File: src/rtl/pipe_stage_reg.sv
// pipe_stage_reg: generic pipeline stage register with valid/ready handshake.
//
// Carries an opaque DATA_W-bit payload between two pipeline stages. Supports a
// per-stage stall, a synchronous flush (squash), and an optional 2-entry skid
// buffer that removes the combinational out_ready -> in_ready path.
//
// Optional feature macro: PIPE_STAGE_SKID_EN
//   defined   : 2-entry skid buffer, count 0..2, in_ready from registered state
//   undefined : single main register, count 0..1, in_ready depends on out_ready
//
// Parameters:
//   DATA_W    payload width
//   RESET_VAL value out_data takes during reset
// Ports:
//   clk        clock, all state changes on its rising edge
//   rst        asynchronous active-low reset
//   stall      freezes the stage (masks in_ready/out_valid, holds state)
//   flush      clears all held entries at the next edge, highest priority
//   in_valid   upstream offers in_data
//   in_ready   stage accepts in_data this cycle
//   in_data    upstream payload
//   out_valid  out_data holds a valid payload
//   out_ready  downstream consumes this cycle
//   out_data   head payload (holds last registered value when not valid)
//   count      occupancy

module pipe_stage_reg #(
    parameter int unsigned       DATA_W    = 78,
    parameter logic [DATA_W-1:0] RESET_VAL = '0
) (
    input  logic              clk,
    input  logic              rst,
    input  logic              stall,
    input  logic              flush,
    input  logic              in_valid,
    output logic              in_ready,
    input  logic [DATA_W-1:0] in_data,
    output logic              out_valid,
    input  logic              out_ready,
    output logic [DATA_W-1:0] out_data,
    output logic [1:0]        count
);

    logic              main_valid_q, main_valid_d;
    logic [DATA_W-1:0] main_q, main_d;
    logic              accept;
    logic              emit;

    // Stall masks the outgoing valid without touching the stored valid bit.
    assign out_valid = main_valid_q && !stall;
    assign out_data  = main_q;

    assign accept = in_valid && in_ready;
    assign emit   = out_valid && out_ready;

`ifdef PIPE_STAGE_SKID_EN

    logic              skid_valid_q, skid_valid_d;
    logic [DATA_W-1:0] skid_q, skid_d;

    // Ready depends only on registered occupancy, stall and reset.
    assign in_ready = rst && !stall && !skid_valid_q;

    // skid valid implies main valid, so {skid, main & ~skid} is the binary count.
    assign count = {skid_valid_q, main_valid_q && !skid_valid_q};

    always_comb begin
        main_valid_d = main_valid_q;
        main_d       = main_q;
        skid_valid_d = skid_valid_q;
        skid_d       = skid_q;
        if (flush) begin
            main_valid_d = 1'b0;
            skid_valid_d = 1'b0;
        end else if (!stall) begin
            case ({main_valid_q, skid_valid_q})
                2'b00: begin
                    if (accept) begin
                        main_d       = in_data;
                        main_valid_d = 1'b1;
                    end
                end
                2'b10: begin
                    if (accept && emit) begin
                        main_d = in_data;
                    end else if (accept) begin
                        skid_d       = in_data;
                        skid_valid_d = 1'b1;
                    end else if (emit) begin
                        main_valid_d = 1'b0;
                    end
                end
                2'b11: begin
                    // Full: in_ready is low, only a drain can happen.
                    if (emit) begin
                        main_d       = skid_q;
                        skid_valid_d = 1'b0;
                    end
                end
                default: begin
                    // skid valid without main valid cannot be reached
                end
            endcase
        end
    end

    always_ff @(posedge clk or negedge rst) begin
        if (!rst) begin
            main_q       <= RESET_VAL;
            main_valid_q <= 1'b0;
            skid_q       <= '0;
            skid_valid_q <= 1'b0;
        end else begin
            main_q       <= main_d;
            main_valid_q <= main_valid_d;
            skid_q       <= skid_d;
            skid_valid_q <= skid_valid_d;
        end
    end

`else

    // Combinational out_ready -> in_ready: a full stage refills on the drain edge.
    assign in_ready = rst && !stall && (!main_valid_q || out_ready);
    assign count    = {1'b0, main_valid_q};

    always_comb begin
        main_valid_d = main_valid_q;
        main_d       = main_q;
        if (flush) begin
            main_valid_d = 1'b0;
        end else if (accept) begin
            main_d       = in_data;
            main_valid_d = 1'b1;
        end else if (emit) begin
            main_valid_d = 1'b0;
        end
    end

    always_ff @(posedge clk or negedge rst) begin
        if (!rst) begin
            main_q       <= RESET_VAL;
            main_valid_q <= 1'b0;
        end else begin
            main_q       <= main_d;
            main_valid_q <= main_valid_d;
        end
    end

`endif

endmodule

File: config.mk
export PLATFORM = sky130hd
export DESIGN_NAME = pipe_stage_reg
export DESIGN_NICKNAME = d
export VERILOG_FILES = /design/src/rtl/pipe_stage_reg.sv
export SDC_FILE = /design/constraint.sdc
export NUM_CORES = 1
export LEC_CHECK = 0
export CAP_MARGIN = 20
export CORE_MARGIN = 4
export CORE_UTILIZATION = 33
export DETAILED_ROUTE_END_ITERATION = 10
export MAX_ROUTING_LAYER = met4
export PLACE_DENSITY = 0.66
export SKIP_LAST_GASP = 1
export SLEW_MARGIN = 20
export SYNTH_ARGS = -nofsm -noshare
export SYNTH_HDL_FRONTEND = slang
export SYNTH_SLANG_ARGS = --single-unit
File: constraint.sdc
create_clock -name clk -period 3.2 [get_ports clk]
set_clock_uncertainty 0.05 [all_clocks]
set_input_delay 0.64 -clock clk [delete_from_list [all_inputs] [get_ports clk]]
set_output_delay 0.64 -clock clk [all_outputs]
set_load 0.01 [all_outputs]
==> impl_results.md <==
- Run status: complete, no violations
- Tightest Pin Transition: 729 ps
- Nets: 428
- Required time at the worst-slack endpoint: 2510 ps
- Layout cell share with drive strength beyond 1: 24.1%
- Hold Vio Cnt, Final: 0
- Setup TNS: 0 ps
- TritonRoute pass-1 iters: 3
- Max Cap Viol: 0
- LEAKAGE: 2.03 nW
- Inserted Diodes: 0
- WS Path Type: in -> out
- Post-Route WL: 7370 um
- Internal Dissipation: 0.00223 W
- Count of state elements after synthesis: 79
- Crit. End Element: output port
- Hold Path Class: in -> async
- Number of flops mapped to enable cells by yosys: 0
- # rows: 34
- Fill cell count: 716
- Post-synth cell types: 12
- Share of total power in the clock network: 24.7%
- # DRC: 0
- Total power: 0.00303 W
- Slew Limit Fails: 0
- Top cells by count, synth: dfrtp_1 (79), mux2_2 (63), mux2_1 (15), buf_2 (7), buf_4 (3)
- Synth warnings: 0
- Synth Net Count: 260
- Switching Share: 26.2%
- Clk buf depth: 2
- Crit path DAT: 1930 ps
- Post-synthesis sequential area ratio: 66.2%
- Die Span Y: 103 um
- PD cells: 611 nW/um^2
- RSZ-0062 raised after global routing: false
- Count leader, synth: dfrtp_1
- Root Buffer Master: clkbuf_8
- Routed Antenna Nets: 0
- Synth area leaders: dfrtp_1 (66%), mux2_2 (24%), mux2_1 (5.7%)
- Sequential power share: 43.9%
- Vias in the first global route: 2275
- Placed instance area: 4750 um^2
- Cell area after synthesis: 2990 um^2
- Startpoint types: input port
- Post-synthesis cell count: 176
- Post-CTS Hold Buffers: 0
- Finished Core Util: 56.5%
- Hold Slack: 384 ps
- Worst-Skew Late Latency: 340 ps
- DP HPWL: 5340 um
- Largest area contributor in the netlist: dfrtp_1
- First-pass GRT wire length: 11300 um
- Seq. cell area: 1980 um^2
- Final Critical Period: 2620 ps
- Sw power: 0.000792 W
- Comb power frac: 31.4%
- Gr usage total: 14.5%
- Worst-path fanout max: 2
- Synth top area share: 66.2%
- Pin count of the biggest net entering global routing: 80
- Avg Inst Size Synth: 17.0 um^2
- Initial antenna violation count: 0
- Layout area overhead: 65.9%
- FMAX: 0.381 GHz
- Aggregate global routing overflow: 0
- Peak VDD IR: 0.000260 V
- Num CTS Buffers: 9
- Die Area: 10600 um^2
- CTS clk-pin slew, worst paths: 90 ps
- DR WL/cell: 16.1 um
- Post-CTS setup buffers: 0
- Area taken by multi-input logic gates: 947 um^2
- Final setup vio count: 0
- I/O Buffers: 164
- CTS tree: built
- Slew headroom: 51.4%
- Cts repair resizes: 0
- Die W: 103 um
- H-Tree Depth: 3
- Vias per inst: 4.52
- Ports: 166
- Post-synth ARST share: 100%
- Vias: 2066
- Core Area: 8760 um^2
- RePlAce Congestion: 0.669
- Initial DRC Count: 40
- Design area: 4950 um^2
- Final worst path period share: 82.0%
- Initial Utilization: 34.1%
- Most common flop cell mapped by yosys: dfrtp_1
- Clk sinks: 79
-- sequential cells by signal (all words and copies together), names as in the netlist --
register      flops
out_data         78
main_valid_q      1
-- power by group through the flow --
stage	Combinational (W)	Clock, W	Sequential [W]
floorplan	0.000209	0	0.00146
global placement	0.000954	0	0.00134
detailed placement	0.000964	0	0.00135
CTS	0.000967	0.000782	0.00133
global route	0.00101	0.000835	0.00136
finish	0.000949	0.000748	0.00133
-- routing by layer --
layer,GRT usage [%],wire length (um),vias to the layer above
met2,22.5,3460,102
li1,-,-,950
met3,3.99,663,11
met4,6.08,111,0
met5,-,0,-
met1,17.7,3130,1003
-- logic make-up (layout without fill, tap and decap cells) --
group           after synthesis  count (layout)  share of synthesized area [%]
compound gates                1               1                          0.293
mux                          78              78                           29.4
other cells                   1               1                          0.126
buf+inv                      11             184                           2.05
flops                        79              79                           66.2
simple gates                  6               6                           1.89
-- worst max-delay path: stages --
cell and delay [ps]:
clkdlybuf4s50_1 470, nor2b_1 80, nor3b_1 180, clkdlybuf4s50_1 560
-- path summary, 6_finish.rpt --
path / to / start / cells after the start / slack, ps
setup / recovery: in_ready / out_ready / 4 / 580
hold / removal: out_data[34] / rst / 2 / 380
setup reg to reg: out_data[15] / main_valid_q / 4 / 1360
hold reg to reg: out_data[57] / out_data[57] / 1 / 440
max in group asynchronous: out_data[7] / rst / 2 / 2200
min in group clk: out_data[57] / out_data[57] / 1 / 440
-- layout make-up --
cell class	count	area share (%)
Timing Repair Buffer	167	34.1
Clock buffer	11	2.85
Tap cell	108	2.73
Clock inverter	5	1.16
Sequential cell	79	39.9
Inverter	1	0.0758
Multi-Input combinational cell	86	19.1
-- layout by cell type (no fill, tap or decap) --
master	count
bufinv_16	1
nor4b_4	1
a31o_2	1
clkdlybuf4s50_1	163
mux2_2	63
inv_1	1
nand2b_1	2
buf_4	1
clkbuf_8	10
buf_6	1
conb_1	1
nor2b_1	2
clkinv_2	1
clkbuf_1	1
nor3b_1	1
buf_12	2
dfrtp_1	79
mux2_1	15
clkinvlp_4	3
-- metrics by stage --
step,worst slack [ps],std cells
3_3_place_gp,572,441
6_report,576,457
3_5_place_dp,581,441
2_1_floorplan,1160,176
4_1_cts,572,457
5_1_grt,539,457
Note: power is estimated with default switching activity, not from simulation.
